$ cat config.mk
export PLATFORM = sky130hd
export DESIGN_NAME = mem_access_unit
export DESIGN_NICKNAME = d
export VERILOG_FILES = /design/src/rtl/mem_access_unit.sv
export SDC_FILE = /design/constraint.sdc
export NUM_CORES = 1
export LEC_CHECK = 0
export ABC_AREA = 0
export BUFFER_PORTS_ARGS = -buffer_cell sky130_fd_sc_hd__buf_2
export CAP_MARGIN = 30
export CORE_MARGIN = 3
export CORE_UTILIZATION = 49
export DETAILED_ROUTE_END_ITERATION = 12
export PLACE_DENSITY = 0.84
export SYNTH_ARGS = -nofsm -noshare
export SYNTH_HDL_FRONTEND = slang
export SYNTH_SLANG_ARGS = --single-unit
$ cat constraint.sdc
create_clock -name clk -period 3.15 [get_ports clk]
set_clock_uncertainty 0.2 [all_clocks]
set_input_delay 0.945 -clock clk [delete_from_list [all_inputs] [get_ports clk]]
set_output_delay 0.945 -clock clk [all_outputs]
set_load 0.02 [all_outputs]
$ cat src/rtl/mem_access_unit.sv
// mem_access_unit: MEM-stage data bus master (Avalon-style, waitrequest).
// Optional: MEM_ACCESS_ALIGN_CHECK_EN adds addr_err and misaligned-access trapping.
module mem_access_unit #(
   parameter int unsigned TIMEOUT_CYCLES = 64
) (
   input  logic        clk,
   input  logic        reset,
   input  logic        req_valid,
   input  logic        req_write,
   input  logic [1:0]  req_size,
   input  logic [31:0] req_addr,
   input  logic [31:0] req_wdata,
   output logic        stall,
   output logic [31:0] rdata,
   output logic        rdata_valid,
   output logic [1:0]  byte_off,
   output logic        timeout_err,
   output logic [31:0] avm_address,
   output logic        avm_read,
   output logic        avm_write,
   output logic [3:0]  avm_byteenable,
   output logic [31:0] avm_writedata,
   input  logic [31:0] avm_readdata,
   input  logic        avm_waitrequest
`ifdef MEM_ACCESS_ALIGN_CHECK_EN
   ,
   output logic        addr_err
`endif
);

   localparam int unsigned CW = (TIMEOUT_CYCLES > 1) ? $clog2(TIMEOUT_CYCLES) : 1;
   localparam bit TO_EN = (TIMEOUT_CYCLES != 0);
   localparam logic [CW-1:0] CNT_LAST =
      CW'((TIMEOUT_CYCLES == 0) ? 0 : TIMEOUT_CYCLES - 1);

   typedef enum logic [1:0] {
      S_IDLE,
      S_REQ,
      S_DONE
   } state_e;

   state_e         state_q;
   logic [CW-1:0]  cnt_q;
   logic [31:0]    addr_q;
   logic           rd_q;
   logic           wr_q;
   logic [3:0]     be_q;
   logic [31:0]    wd_q;
   logic [31:0]    rdata_q;
   logic           rvalid_q;
   logic [1:0]     off_q;
   logic           terr_q;
   logic [3:0]     be_d;
   logic [31:0]    wd_d;
   logic           misal;
`ifdef MEM_ACCESS_ALIGN_CHECK_EN
   logic           aerr_q;
`endif

   // Lane enables and replicated store data for the incoming request
   always_comb begin
      be_d = 4'b1111;
      wd_d = req_wdata;
      case (req_size)
         2'b00: begin
            be_d = 4'b0001 << req_addr[1:0];
            wd_d = {4{req_wdata[7:0]}};
         end
         2'b01: begin
            be_d = req_addr[1] ? 4'b1100 : 4'b0011;
            wd_d = {2{req_wdata[15:0]}};
         end
         default: begin
            be_d = 4'b1111;
            wd_d = req_wdata;
         end
      endcase
   end

`ifdef MEM_ACCESS_ALIGN_CHECK_EN
   assign misal = ((req_size == 2'b01) && req_addr[0]) ||
                  (req_size[1] && (req_addr[1:0] != 2'b00));
`else
   assign misal = 1'b0;
`endif

   // Access FSM with all bus and result outputs registered
   always_ff @(posedge clk) begin
      if (reset) begin
         state_q  <= S_IDLE;
         cnt_q    <= '0;
         addr_q   <= '0;
         rd_q     <= 1'b0;
         wr_q     <= 1'b0;
         be_q     <= '0;
         wd_q     <= '0;
         rdata_q  <= '0;
         rvalid_q <= 1'b0;
         off_q    <= '0;
         terr_q   <= 1'b0;
`ifdef MEM_ACCESS_ALIGN_CHECK_EN
         aerr_q   <= 1'b0;
`endif
      end else begin
         rvalid_q <= 1'b0;
`ifdef MEM_ACCESS_ALIGN_CHECK_EN
         aerr_q   <= 1'b0;
`endif
         unique case (state_q)
            S_IDLE: begin
               if (req_valid) begin
                  off_q <= req_addr[1:0];
                  cnt_q <= '0;
                  if (misal) begin
                     rdata_q  <= '0;
                     rvalid_q <= 1'b1;
`ifdef MEM_ACCESS_ALIGN_CHECK_EN
                     aerr_q   <= 1'b1;
`endif
                     state_q  <= S_DONE;
                  end else begin
                     addr_q  <= {req_addr[31:2], 2'b00};
                     be_q    <= be_d;
                     wd_q    <= wd_d;
                     rd_q    <= ~req_write;
                     wr_q    <= req_write;
                     state_q <= S_REQ;
                  end
               end
            end
            S_REQ: begin
               if (!avm_waitrequest) begin
                  rd_q     <= 1'b0;
                  wr_q     <= 1'b0;
                  if (rd_q) begin
                     rdata_q <= avm_readdata;
                  end
                  rvalid_q <= 1'b1;
                  state_q  <= S_DONE;
               end else if (TO_EN && (cnt_q == CNT_LAST)) begin
                  rd_q     <= 1'b0;
                  wr_q     <= 1'b0;
                  rdata_q  <= '0;
                  terr_q   <= 1'b1;
                  rvalid_q <= 1'b1;
                  state_q  <= S_DONE;
               end else if (TO_EN) begin
                  cnt_q <= cnt_q + CW'(1);
               end
            end
            S_DONE: begin
               state_q <= S_IDLE;
            end
            default: begin
               state_q <= S_IDLE;
            end
         endcase
      end
   end

   assign stall          = ((state_q == S_IDLE) && req_valid) || (state_q == S_REQ);
   assign rdata          = rdata_q;
   assign rdata_valid    = rvalid_q;
   assign byte_off       = off_q;
   assign timeout_err    = terr_q;
   assign avm_address    = addr_q;
   assign avm_read       = rd_q;
   assign avm_write      = wr_q;
   assign avm_byteenable = be_q;
   assign avm_writedata  = wd_q;
`ifdef MEM_ACCESS_ALIGN_CHECK_EN
   assign addr_err       = aerr_q;
`endif

endmodule

## Word level (Yosys, flattened, before mapping)

Cells that the tools add are included.

| storage, ports and cells | value |
|---|---|
| register bits | 112 |
| bits of input ports | 103 |
| output and inout port bits | 107 |
| word-level logic and storage cells | 58 |

| operators by class | value |
|---|---|
| add/subtract/negate cells | 1 |
| equal/unequal tests | 8 |
| shift-type cells | 1 |
| muxes and demuxes | 22 |
| bitwise logic cells | 2 |
| reduce and logical (&&, ||, !) cells | 13 |

Operator list:

| operator | number |
|---|---|
| $mux W32 | 3 |
| $pmux W32 S2 | 1 |
| $mux W6 | 3 |
| $pmux W6 S2 | 1 |
| $reduce_and A3 Y1 | 3 |
| $pmux W4 S2 | 1 |
| $add A6 B1 Y6 const B | 1 |
| $eq A6 B6 Y1 const B | 1 |
| $mux W1 | 6 |
| $mux W2 | 3 |
| $ne A2 B2 Y1 const B | 3 |
| $eq A2 B1 Y1 const B | 2 |
| $logic_not A2 Y1 | 2 |
| $mux W4 | 1 |
| $pmux W1 S2 | 2 |
| $pmux W2 S2 | 1 |
| $reduce_and A2 Y1 | 2 |
| $reduce_and A4 Y1 | 1 |
| $reduce_bool A2 Y1 | 2 |
| $shl A1 B2 Y4 const A | 1 |
| $ne A3 B3 Y1 const B | 1 |
| $ne A2 B1 Y1 const B | 1 |
| $not A1 Y1 | 2 |
| $reduce_or A2 Y1 | 1 |
| 2 further kinds | 2 |

## Depth between registers and ports, before layout

Gate-level depths: netlist (run 1).

| logic depth | value |
|---|---|
| depth in word-level cells | 4 |
| mapped depth | 7 |
| mapped depth without buffers | 5 |

## Least setup slack after synthesis (run 1)

OpenSTA, ideal clock, no wires.

| path | value |
|---|---|
| kind | input to output |
| start point | input port req_valid |
| end point | output port stall |
| arrival time | 1.300 ns |
| required time | 2.005 ns |
| path slack | 0.705 ns |
| stages | 2 |
| path buffers | 0 |
| cell sequence | o21ai_0 inv_1 |

| on the way | value |
|---|---|
| cells in the longest elaborated chain, start to end | 2 |

RTL lines:

| item | RTL line | source |
|---|---|---|
| start: declaration | 8 | `input logic req_valid,` |
| $logic_and A1 B1 Y1 | 161 | `assign stall = ((state_q == S_IDLE) && req_valid) \|\| (state_q == S_REQ);` |
| $logic_or A1 B1 Y1 | 161 |  |
| end: declaration | 13 | `output logic stall,` |

Every way passes these cells.

## Worst setup path in the final report (run 1)

Ends and elaborated chain as after synthesis.

==> impl_metrics.prom, run 1 <==
# TYPE chip_impl_metric gauge
chip_impl_info{name="run_status",value="completed"} 1
chip_impl_info{name="min_path_type",value="flip-flop to flip-flop"} 1
chip_impl_metric{name="post-route-period-util",unit="%"} 85.95
chip_impl_metric{name="tritoncts_sink_count",unit=""} 112
chip_impl_metric{name="clkTransAtPathRegs",unit="ps"} 100
chip_impl_info{name="rsz_0062_raised_after_global_routing",value="false"} 1
chip_impl_metric{name="row_count",unit=""} 33
chip_impl_metric{name="crit_required",unit="ps"} 2000
chip_impl_metric{name="detailed_place_hpwl",unit="mm"} 9.003
chip_impl_metric{name="number_of_inserted_diodes",unit=""} 0
chip_impl_metric{name="floorplan.io_pins",unit=""} 210
chip_impl_metric{name="remaining_drc_errors",unit=""} 0
chip_impl_metric{name="floorplan.initialDensity",unit="%"} 51.25
chip_impl_metric{name="clock_buffer_depth",unit=""} 2
chip_impl_metric{name="grt_first_pass_wirelength",unit="mm"} 19.32
chip_impl_metric{name="report.final.hold_viol_count",unit=""} 0
chip_impl_metric{name="area_growth_syn_to_layout",unit="%"} 29.25
chip_impl_metric{name="synthXorXnorAreaFrac",unit="%"} 0
chip_impl_info{name="worstSetupStartpointType",value="primary input"} 1
chip_impl_metric{name="place_congestion",unit=""} 0.9393
chip_impl_metric{name="n_fill_cell",unit=""} 720
chip_impl_metric{name="post_synth_inst_count",unit=""} 488
chip_impl_metric{name="leakage",unit="nW"} 2.637
chip_impl_metric{name="synth_fa_ha_area_share",unit="%"} 0.2913
chip_impl_metric{name="tightestPinTransition",unit="ps"} 799.1
chip_impl_metric{name="dieHeight",unit="µm"} 99.63
chip_impl_metric{name="numPortBuffers",unit=""} 207
chip_impl_metric{name="globalRouteMet1Util",unit="%"} 28.19
chip_impl_metric{name="ys_seq_area_share",unit="%"} 52.20
chip_impl_metric{name="number_of_global_route_vias_before_repair",unit=""} 4072
chip_impl_metric{name="synthesized_area_fraction_occupied_by_ao_oa_aoi_and_oai_cells",unit="%"} 22.11
chip_impl_metric{name="timing.reg2reg.setup_slack",unit="ps"} 970
chip_impl_metric{name="grt_start_max_net_pins",unit=""} 76
chip_impl_metric{name="htree_num_levels",unit=""} 3
chip_impl_metric{name="synth.distinct_cells",unit=""} 37
chip_impl_metric{name="power_density",unit="nW/µm²"} 496.3
chip_impl_metric{name="die-width",unit="µm"} 99.63
chip_impl_metric{name="place_ws",unit="ps"} 464.6
chip_impl_metric{name="cp.arrival",unit="ps"} 1560
chip_impl_metric{name="synth-async-reset-ratio",unit="%"} 0
chip_impl_metric{name="cts_hold_buf",unit=""} 0
chip_impl_info{name="worst-setup-path-type",value="primary input to output pin"} 1
chip_impl_metric{name="postCtsResizedCells",unit=""} 0
chip_impl_metric{name="worst_slack_on_hold_paths",unit="ps"} 256.4
chip_impl_metric{name="groute.usage.overall",unit="%"} 23.87
chip_impl_metric{name="synthMuxAreaShare",unit="%"} 3.962
chip_impl_metric{name="synth_enable_flop_cells",unit=""} 0
chip_impl_metric{name="grt_overflow",unit=""} 0
chip_impl_metric{name="synth.ff_latch_count",unit=""} 112
chip_impl_metric{name="finalWorstSetupSlack",unit="ps"} 442.7
chip_impl_metric{name="post-cts-setup-buffer-count",unit=""} 0
chip_impl_metric{name="globalRouteMet2Util",unit="%"} 40.13
chip_impl_metric{name="timing.final.max_slew_violations",unit=""} 0
chip_impl_metric{name="drt_wl_total",unit="mm"} 12.06
chip_impl_info{name="cp-end-kind",value="output pin"} 1
chip_impl_info{name="dominantRegCellSynth",value="sky130_fd_sc_hd__dfxtp_1"} 1
chip_impl_metric{name="cts_buffers",unit=""} 9
chip_impl_metric{name="fin_setup_tns",unit="ps"} 0
chip_impl_info{name="synth_top_family_by_area",value="compound AO/OA/AOI/OAI gates"} 1
chip_impl_metric{name="irDropWorstVdd",unit="mV"} 0.2770
chip_impl_metric{name="avgSynthCellArea",unit="µm²"} 8.802
chip_impl_metric{name="drtIter0Drc",unit=""} 119
chip_impl_metric{name="period_needed",unit="ps"} 2707
chip_impl_metric{name="setup_viol",unit=""} 0
chip_impl_metric{name="maxCapViolCount",unit=""} 0
chip_impl_metric{name="via_per_inst",unit=""} 5.378
chip_impl_metric{name="synth_warnings",unit=""} 0
chip_impl_metric{name="via_count",unit=""} 4222
chip_impl_metric{name="drive_above_1_share",unit="%"} 34.71
chip_impl_metric{name="drt-pass1-iter-count",unit=""} 4
chip_impl_metric{name="drtAntennaViolNets",unit=""} 0
chip_impl_metric{name="largest_fanout_on_the_critical_path",unit=""} 4
chip_impl_metric{name="post_syn_area",unit="µm²"} 4295
chip_impl_info{name="busiest_layer",value="met2"} 1
chip_impl_metric{name="timing.max_slew.rel_slack",unit="%"} 46.73
chip_impl_metric{name="fin_nets",unit=""} 779
chip_impl_metric{name="die_area",unit="µm²"} 9925
chip_impl_metric{name="synth_simple_gate_area_share",unit="%"} 16.05
chip_impl_info{name="clockRootBuffer",value="sky130_fd_sc_hd__clkbuf_8"} 1
chip_impl_info{name="most_frequent_cells_in_the_layout",value="sky130_fd_sc_hd__buf_2 (207), sky130_fd_sc_hd__nand2_1 (119), sky130_fd_sc_hd__dfxtp_1 (112), sky130_fd_sc_hd__a21oi_1 (53), sky130_fd_sc_hd__a22o_1 (34)"} 1
chip_impl_metric{name="met3_global_route_usage",unit="%"} 7.854
chip_impl_metric{name="antenna_found_initial",unit=""} 0
chip_impl_info{name="most_common_cell_after_layout_fill_and_taps_aside",value="sky130_fd_sc_hd__buf_2"} 1
chip_impl_metric{name="fp.coreArea",unit="µm²"} 8382
chip_impl_metric{name="maximum_clock_rate",unit="MHz"} 369.4
chip_impl_metric{name="final_routed_wire_length_divided_by_cell_count",unit="µm"} 15.36
chip_impl_metric{name="clock_insertion_delay_worst_skew",unit="ps"} 350
chip_impl_info{name="clock_tree_from_tritoncts",value="yes"} 1
==> final timing paths <==
path	from	end	depth (start not counted)
setup reg to reg	state_q[0]	rdata[14]	5
hold / removal	avm_writedata[2]	avm_writedata[2]	2
setup / recovery	req_valid	stall	4
hold reg to reg	avm_writedata[2]	avm_writedata[2]	2
==> sequential cells by signal, indices dropped and copies added, names as in the netlist <==
signal and flops:
byte_off 2, avm_byteenable 4, avm_write 1, timeout_err 1
rdata 32, rdata_valid 1, avm_address 30, avm_writedata 32
avm_read 1, state_q 2, cnt_q 6
==> cells in the mapped netlist (all sizes together) (3+ instances only) <==
library cell    n  share of area (%)
a211oi         10                1.7
a21oi          54                6.3
a22o           34                6.9
a311oi          9                1.8
a31oi           4               0.58
buf            28                3.6
clkbuf         12                1.0
dfxtp         112                 52
inv             7               0.61
mux2i          17                4.0
nand2         119                 10
nand2b          4               0.58
nand4           3               0.44
nor2           27                2.5
nor3            5               0.58
o21ai          21                2.4
==> power by group <==
part           internal [mW]  switching, mW  leakage (nW)  total, mW
Combinational          0.174          0.292          1.64      0.466
Clock                  0.312          0.455        0.0866      0.767
Sequential              1.48         0.0381         0.915       1.52
Total                   1.97          0.784          2.64       2.76
==> logic make-up (layout without fill, tap and decap cells) <==
logic type / after synthesis / count (layout)
adder cells (fa/ha/maj): 1 / 1
multiplexers: 17 / 17
AO/OA/AOI/OAI: 142 / 142
flip-flops: 112 / 112
other: 1 / 2
AND/OR/NAND/NOR: 168 / 168
buffers and inverters: 47 / 238
==> through the flow <==
stage	cell area, µm²	total power, mW	cells	util [%]
3_3_place_gp	5346	2.006	767	63.79
4_1_cts	5552	2.784	785	66.23
2_1_floorplan	4299	1.830	489	-
3_5_place_dp	5376	2.020	769	64.14
6_report	5552	2.755	785	66.23
5_1_grt	5552	2.891	785	66.23
==> per-layer routing <==
metal  share of wire (%)  wire (µm)
met1                  39       4682
met2                  48       5805
met3                  10       1255
met4                 2.6        315
met5                   0          0
==> final cells by class <==
cell class	instances	area, µm²	share of cell area, %
clock buffer	12	145.1	2.614
tap	105	131.4	2.366
clock inverter	4	30.03	0.5409
timing repair buffer	215	1136	20.46
multi-input combinational	330	1841	33.15
inverter	7	26.28	0.4733
sequential	112	2242	40.39
==> worst max-delay path, cell delays in order <==
cell and delay (ps):
sky130_fd_sc_hd__buf_2 120, sky130_fd_sc_hd__o21ai_0 250, sky130_fd_sc_hd__inv_1 90, sky130_fd_sc_hd__buf_2 170
No activity file was read; power rests on OpenSTA's default activity.
==> inputs of run 2 (changes only) <==
--- a/config.mk
+++ b/config.mk
@@ -7,11 +7,12 @@
 export LEC_CHECK = 0
 export ABC_AREA = 0
 export BUFFER_PORTS_ARGS = -buffer_cell sky130_fd_sc_hd__buf_2
-export CAP_MARGIN = 30
+export CAP_MARGIN = 20
 export CORE_MARGIN = 3
 export CORE_UTILIZATION = 49
 export DETAILED_ROUTE_END_ITERATION = 12
 export PLACE_DENSITY = 0.84
+export REMOVE_ABC_BUFFERS = 1
 export SYNTH_ARGS = -nofsm -noshare
 export SYNTH_HDL_FRONTEND = slang
 export SYNTH_SLANG_ARGS = --single-unit
==> impl_metrics.prom, run 2 (same netlist as run 1, synthesis figures left out) <==
# TYPE chip_impl_metric gauge
chip_impl_metric{name="power_density",unit="nW/µm²"} 518.9
chip_impl_metric{name="period_needed",unit="ps"} 2734
chip_impl_metric{name="detailed_place_hpwl",unit="mm"} 8.685
chip_impl_metric{name="remaining_drc_errors",unit=""} 0
chip_impl_metric{name="drtIter0Drc",unit=""} 194
chip_impl_info{name="most_common_cell_after_layout_fill_and_taps_aside",value="sky130_fd_sc_hd__buf_2"} 1
chip_impl_metric{name="via_per_inst",unit=""} 5.458
chip_impl_metric{name="drive_above_1_share",unit="%"} 34.90
chip_impl_metric{name="cts_hold_buf",unit=""} 0
chip_impl_metric{name="clkTransAtPathRegs",unit="ps"} 100
chip_impl_metric{name="crit_required",unit="ps"} 2000
chip_impl_metric{name="numPortBuffers",unit=""} 207
chip_impl_metric{name="place_congestion",unit=""} 0.8739
chip_impl_metric{name="maxCapViolCount",unit=""} 0
chip_impl_info{name="most_frequent_cells_in_the_layout",value="sky130_fd_sc_hd__buf_2 (207), sky130_fd_sc_hd__nand2_1 (119), sky130_fd_sc_hd__dfxtp_1 (112), sky130_fd_sc_hd__a21oi_1 (53), sky130_fd_sc_hd__a22o_1 (34)"} 1
chip_impl_metric{name="dp.cells",unit=""} 767
chip_impl_metric{name="number_of_inserted_diodes",unit=""} 0
chip_impl_metric{name="r2r.worst_path.cells",unit=""} 5
chip_impl_metric{name="die_area",unit="µm²"} 9925
chip_impl_info{name="path_common_cell",value="sky130_fd_sc_hd__buf_2"} 1
chip_impl_metric{name="floorplan.io_pins",unit=""} 210
chip_impl_info{name="worstSetupStartpointType",value="primary input"} 1
chip_impl_metric{name="timing.final.max_slew_violations",unit=""} 0
chip_impl_metric{name="clock_insertion_delay_worst_skew",unit="ps"} 360
chip_impl_metric{name="number_of_global_route_vias_before_repair",unit=""} 3946
chip_impl_info{name="cp-end-kind",value="output pin"} 1
chip_impl_metric{name="max_incr_delay_on_cp",unit="ps"} 270
chip_impl_info{name="clockRootBuffer",value="sky130_fd_sc_hd__clkbuf_8"} 1
chip_impl_metric{name="cts_buffers",unit=""} 9
chip_impl_metric{name="report.power.total",unit="mW"} 2.888
chip_impl_metric{name="count_of_cells_along_the_worst_hold_path",unit=""} 2
chip_impl_metric{name="drt-pass1-iter-count",unit=""} 4
chip_impl_metric{name="cp.arrival",unit="ps"} 1590
chip_impl_metric{name="fin_cells",unit=""} 784
chip_impl_metric{name="grt_overflow",unit=""} 0
chip_impl_metric{name="antenna_found_initial",unit=""} 0
chip_impl_metric{name="drt_wl_total",unit="mm"} 11.89
chip_impl_metric{name="utilization",unit="%"} 66.40
chip_impl_metric{name="tritoncts_sink_count",unit=""} 112
chip_impl_metric{name="groute.usage.overall",unit="%"} 23.32
chip_impl_info{name="clock_tree_from_tritoncts",value="yes"} 1
chip_impl_metric{name="final_cell_area",unit="µm²"} 5565
chip_impl_metric{name="fp.coreArea",unit="µm²"} 8382
chip_impl_metric{name="die-width",unit="µm"} 99.63
chip_impl_metric{name="area_growth_syn_to_layout",unit="%"} 29.57
chip_impl_metric{name="postCtsResizedCells",unit=""} 0
chip_impl_info{name="rsz_0062_raised_after_global_routing",value="false"} 1
chip_impl_metric{name="maximum_clock_rate",unit="MHz"} 365.8
chip_impl_metric{name="grt_start_max_net_pins",unit=""} 87
chip_impl_metric{name="clock_buffer_depth",unit=""} 2
chip_impl_metric{name="report.final.hold_viol_count",unit=""} 0
chip_impl_metric{name="worst_slack_on_hold_paths",unit="ps"} 255.7
chip_impl_info{name="critical-path-slowest-cell",value="sky130_fd_sc_hd__o21ai_0"} 1
chip_impl_metric{name="row_count",unit=""} 33
chip_impl_metric{name="floorplan.initialDensity",unit="%"} 51.25
chip_impl_metric{name="largest_fanout_on_the_critical_path",unit=""} 4
chip_impl_info{name="worst-setup-path-type",value="primary input to output pin"} 1
chip_impl_metric{name="post-route-period-util",unit="%"} 86.80
chip_impl_metric{name="leakage",unit="nW"} 2.644
chip_impl_metric{name="dieHeight",unit="µm"} 99.63
chip_impl_metric{name="setup_viol",unit=""} 0
chip_impl_metric{name="via_count",unit=""} 4279
chip_impl_metric{name="tightestPinTransition",unit="ps"} 783.2
chip_impl_metric{name="place_area",unit="µm²"} 5341
chip_impl_metric{name="fin_nets",unit=""} 778
chip_impl_metric{name="grt_first_pass_wirelength",unit="mm"} 18.86
chip_impl_metric{name="post-cts-setup-buffer-count",unit=""} 0
chip_impl_metric{name="htree_num_levels",unit=""} 3
chip_impl_metric{name="timing.max_slew.rel_slack",unit="%"} 47.79
chip_impl_info{name="min_path_type",value="flip-flop to flip-flop"} 1
chip_impl_info{name="run_status",value="completed"} 1
chip_impl_metric{name="irDropWorstVdd",unit="mV"} 0.2472
chip_impl_metric{name="drtAntennaViolNets",unit=""} 0
chip_impl_metric{name="final_routed_wire_length_divided_by_cell_count",unit="µm"} 15.17
chip_impl_info{name="path_cells",value="buf_2 -> o21ai_0 -> inv_1 -> buf_2"} 1
==> run 2: final timing paths <==
kind                        start               to  slack, ps
setup / recovery        req_valid            stall        420
hold / removal    avm_address[25]  avm_address[25]        260
setup reg to reg       state_q[0]        rdata[12]       1100
hold reg to reg   avm_address[25]  avm_address[25]        260
==> run 2: worst max-delay path, delay by kind of cell <==
family	cells	cell delay, ps
AO/OA/AOI/OAI	1	270
buffers and inverters	3	380
==> run 2: layout make-up <==
cell class	instances	area [µm²]
well taps	105	131.4
inverters	7	26.28
repair buffers	214	1112
fillers	712	2816
multi-input cells	330	1841
clock inverters	6	75.07
flip-flops and latches	112	2242
clock buffers	10	137.6
==> run 2: power breakdown <==
group	switching (mW)	total [mW]	leakage, nW	internal [mW]
Combinational	0.287	0.456	1.62	0.170
Sequential	0.0371	1.52	0.915	1.48
Clock	0.507	0.910	0.105	0.403
==> run 2: per-stage QoR <==
step | setup WS [ps] | TNS [ps]
floorplan | -375.4 | -2768
global placement | 340.5 | 0
detailed placement | 255.4 | 0
CTS | 425.9 | 0
global route | 382.9 | 0
finish | 415.9 | 0
==> run 2: per-layer routing <==
layer  track usage [%]  wire (µm)  part of all wire (%)  up-vias
met2             38.89       5665                    48      213
met3             9.257       1359                    11       19
met4             8.824        213                   1.8        0
met5                 0          0                     0        -
met1             26.95       4652                    39     1982
li1                  -          -                     -     2065
==> inputs of run 3 (changes only) <==
--- a/config.mk
+++ b/config.mk
@@ -6,12 +6,12 @@
 export NUM_CORES = 1
 export LEC_CHECK = 0
 export ABC_AREA = 0
-export BUFFER_PORTS_ARGS = -buffer_cell sky130_fd_sc_hd__buf_2
 export CAP_MARGIN = 20
 export CORE_MARGIN = 3
-export CORE_UTILIZATION = 49
+export CORE_UTILIZATION = 65
 export DETAILED_ROUTE_END_ITERATION = 12
-export PLACE_DENSITY = 0.84
+export DONT_BUFFER_PORTS = 1
+export PLACE_DENSITY = 0.81
 export REMOVE_ABC_BUFFERS = 1
 export SYNTH_ARGS = -nofsm -noshare
 export SYNTH_HDL_FRONTEND = slang
==> impl_metrics.prom, run 3 (same netlist as run 1, synthesis figures left out) <==
# TYPE chip_impl_metric gauge
chip_impl_info{name="hold_end",value="cnt_q[1]"} 1
chip_impl_metric{name="floorplan.initialDensity",unit="%"} 69.66
chip_impl_metric{name="number_of_inserted_diodes",unit=""} 0
chip_impl_metric{name="max_incr_delay_on_cp",unit="ps"} 540
chip_impl_metric{name="post-route-period-util",unit="%"} 81.22
chip_impl_metric{name="report.power.total",unit="mW"} 2.677
chip_impl_metric{name="count_of_cells_along_the_worst_hold_path",unit=""} 1
chip_impl_metric{name="final_cell_area",unit="µm²"} 4472
chip_impl_metric{name="net-switching-power",unit="mW"} 0.7388
chip_impl_metric{name="numPortBuffers",unit=""} 0
chip_impl_metric{name="drive_above_1_share",unit="%"} 6.157
chip_impl_metric{name="antenna_found_initial",unit=""} 0
chip_impl_metric{name="area_growth_syn_to_layout",unit="%"} 4.107
chip_impl_info{name="critical-path-slowest-cell",value="sky130_fd_sc_hd__dfxtp_1"} 1
chip_impl_metric{name="drtAntennaViolNets",unit=""} 0
chip_impl_metric{name="cp.arrival",unit="ps"} 1410
chip_impl_metric{name="dp.cells",unit=""} 531
chip_impl_info{name="rsz_0062_raised_after_global_routing",value="false"} 1
chip_impl_metric{name="place_area",unit="µm²"} 4280
chip_impl_metric{name="fin_setup_tns",unit="ps"} 0
chip_impl_metric{name="drt-pass1-iter-count",unit=""} 5
chip_impl_metric{name="largest_fanout_on_the_critical_path",unit=""} 8
chip_impl_info{name="run_status",value="completed"} 1
chip_impl_info{name="r2r_start",value="state_q[0]"} 1
chip_impl_metric{name="p_int",unit="mW"} 1.938
chip_impl_info{name="min-delay-start",value="cnt_q[1]"} 1
chip_impl_metric{name="grt_first_pass_wirelength",unit="mm"} 16.01
chip_impl_metric{name="tritoncts_sink_count",unit=""} 112
chip_impl_metric{name="r2r.worst_path.cells",unit=""} 5
chip_impl_metric{name="timing.max_slew.rel_slack",unit="%"} 57.05
chip_impl_metric{name="groute.usage.overall",unit="%"} 26.66
chip_impl_metric{name="floorplan.io_pins",unit=""} 210
chip_impl_metric{name="place_congestion",unit=""} 0.9384
chip_impl_metric{name="dieHeight",unit="µm"} 87.29
chip_impl_info{name="min_path_type",value="flip-flop to flip-flop"} 1
chip_impl_metric{name="n_fill_cell",unit=""} 468
chip_impl_metric{name="fin_nets",unit=""} 571
chip_impl_metric{name="cts_buffers",unit=""} 9
chip_impl_metric{name="switching_share",unit="%"} 27.60
chip_impl_metric{name="drtIter0Drc",unit=""} 154
chip_impl_info{name="worst-setup-path-type",value="flip-flop to output pin"} 1
chip_impl_metric{name="remaining_drc_errors",unit=""} 0
chip_impl_metric{name="grt_start_max_net_pins",unit=""} 78
chip_impl_metric{name="setup_viol",unit=""} 0
chip_impl_info{name="most_frequent_cells_in_the_layout",value="sky130_fd_sc_hd__nand2_1 (119), sky130_fd_sc_hd__dfxtp_1 (112), sky130_fd_sc_hd__a21oi_1 (53), sky130_fd_sc_hd__a22o_1 (34), sky130_fd_sc_hd__nor2_1 (25)"} 1
chip_impl_metric{name="fin_cells",unit=""} 546
chip_impl_metric{name="detailed_place_hpwl",unit="mm"} 7.619
chip_impl_metric{name="post-cts-setup-buffer-count",unit=""} 0
chip_impl_info{name="cp-end-kind",value="output pin"} 1
chip_impl_info{name="path_cells",value="inv_1 -> o21ai_0 -> inv_1"} 1
chip_impl_metric{name="combinationalPowerShare",unit="%"} 7.7
chip_impl_metric{name="irDropWorstVdd",unit="mV"} 0.4900
chip_impl_metric{name="tightestPinTransition",unit="ps"} 644.3
chip_impl_metric{name="crit_required",unit="ps"} 2000
chip_impl_metric{name="maxCapViolCount",unit=""} 0
chip_impl_info{name="worstSetupStartpointType",value="flip-flop"} 1
chip_impl_metric{name="number_of_global_route_vias_before_repair",unit=""} 3167
chip_impl_metric{name="period_needed",unit="ps"} 2558
chip_impl_metric{name="die_area",unit="µm²"} 7620
chip_impl_metric{name="timing.final.max_slew_violations",unit=""} 0
chip_impl_metric{name="final_routed_wire_length_divided_by_cell_count",unit="µm"} 19.59
chip_impl_info{name="most_common_cell_after_layout_fill_and_taps_aside",value="sky130_fd_sc_hd__nand2_1"} 1
chip_impl_metric{name="grt_overflow",unit=""} 0
chip_impl_metric{name="leakage",unit="nW"} 1.680
chip_impl_metric{name="via_per_inst",unit=""} 6.344
chip_impl_metric{name="clock_buffer_depth",unit=""} 2
chip_impl_metric{name="maximum_clock_rate",unit="MHz"} 390.9
chip_impl_metric{name="power.share.clock",unit="%"} 31.7
chip_impl_info{name="reg_to_reg_endpoint",value="avm_address[14]"} 1
chip_impl_metric{name="fp.coreArea",unit="µm²"} 6166
chip_impl_metric{name="report.final.hold_viol_count",unit=""} 0
chip_impl_metric{name="cts_hold_buf",unit=""} 0
chip_impl_metric{name="via_count",unit=""} 3464
chip_impl_info{name="path_common_cell",value="sky130_fd_sc_hd__inv_1"} 1
chip_impl_metric{name="clkTransAtPathRegs",unit="ps"} 100
chip_impl_info{name="clock_tree_from_tritoncts",value="yes"} 1
chip_impl_metric{name="drt_wl_total",unit="mm"} 10.70
chip_impl_metric{name="timing.reg2reg.setup_slack",unit="ps"} 1000
chip_impl_metric{name="clock_insertion_delay_worst_skew",unit="ps"} 350
chip_impl_metric{name="die-width",unit="µm"} 87.29
chip_impl_metric{name="seq_power_share",unit="%"} 60.6
chip_impl_info{name="clockRootBuffer",value="sky130_fd_sc_hd__clkbuf_8"} 1
chip_impl_metric{name="row_count",unit=""} 28
chip_impl_metric{name="htree_num_levels",unit=""} 3
chip_impl_metric{name="power_density",unit="nW/µm²"} 598.7
chip_impl_metric{name="postCtsResizedCells",unit=""} 0
==> run 3: power groups by stage <==
stage | clock network (mW) | registers [mW] | logic [mW]
after CTS | 0.852 | 1.62 | 0.208
final | 0.849 | 1.62 | 0.207
after detailed placement | 0 | 1.66 | 0.208
after global placement | 0 | 1.65 | 0.198
after floorplan | 0 | 1.63 | 0.158
after global routing | 0.919 | 1.63 | 0.235
==> run 3: layout make-up <==
| class | instances | area (µm²) | area share (%) |
|---|---|---|---|
| clock buffers | 9 | 123.9 | 2.770 |
| repair buffers | 7 | 77.57 | 1.735 |
| clock inverters | 6 | 67.56 | 1.511 |
| inverters | 7 | 26.28 | 0.5876 |
| flip-flops and latches | 112 | 2242 | 50.14 |
| multi-input cells | 330 | 1841 | 41.16 |
| well taps | 75 | 93.84 | 2.098 |
==> run 3: worst max-delay path: cells and delay by family, from the launching register on <==
family / cells / cell delay (ps)
flops: 1 / 540
buf+inv: 2 / 360
compound gates: 1 / 160
==> run 3: how the worst max path moves through the flow <==
stage,startpoint,to,slack [ps],cells after the start
finish,state_q[1],stall,590,3
global route,state_q[1],stall,490,3
global placement,req_valid,stall,670,2
CTS,state_q[1],stall,610,3
floorplan,req_valid,avm_byteenable[1],-380,4
detailed placement,req_valid,stall,620,2
==> run 3: stage by stage <==
stage / util, % / hold slack (ps) / setup WS [ps]
6_report: 72.52 / 327.7 / 591.6
2_1_floorplan: - / 268.5 / -375.4
4_1_cts: 72.52 / 331.7 / 606.6
3_5_place_dp: 69.42 / 308.9 / 617.8
3_3_place_gp: 69.42 / 281.0 / 669.9
5_1_grt: 72.52 / 365.5 / 494.8
==> run 3: per-layer routing <==
metal,vias to the layer above,wire (µm),global-route usage (%)
met5,-,0,0
met4,0,121,6.695
met3,13,1382,12.11
met2,188,5382,45.68
met1,1616,3811,30.07
li1,1647,-,-
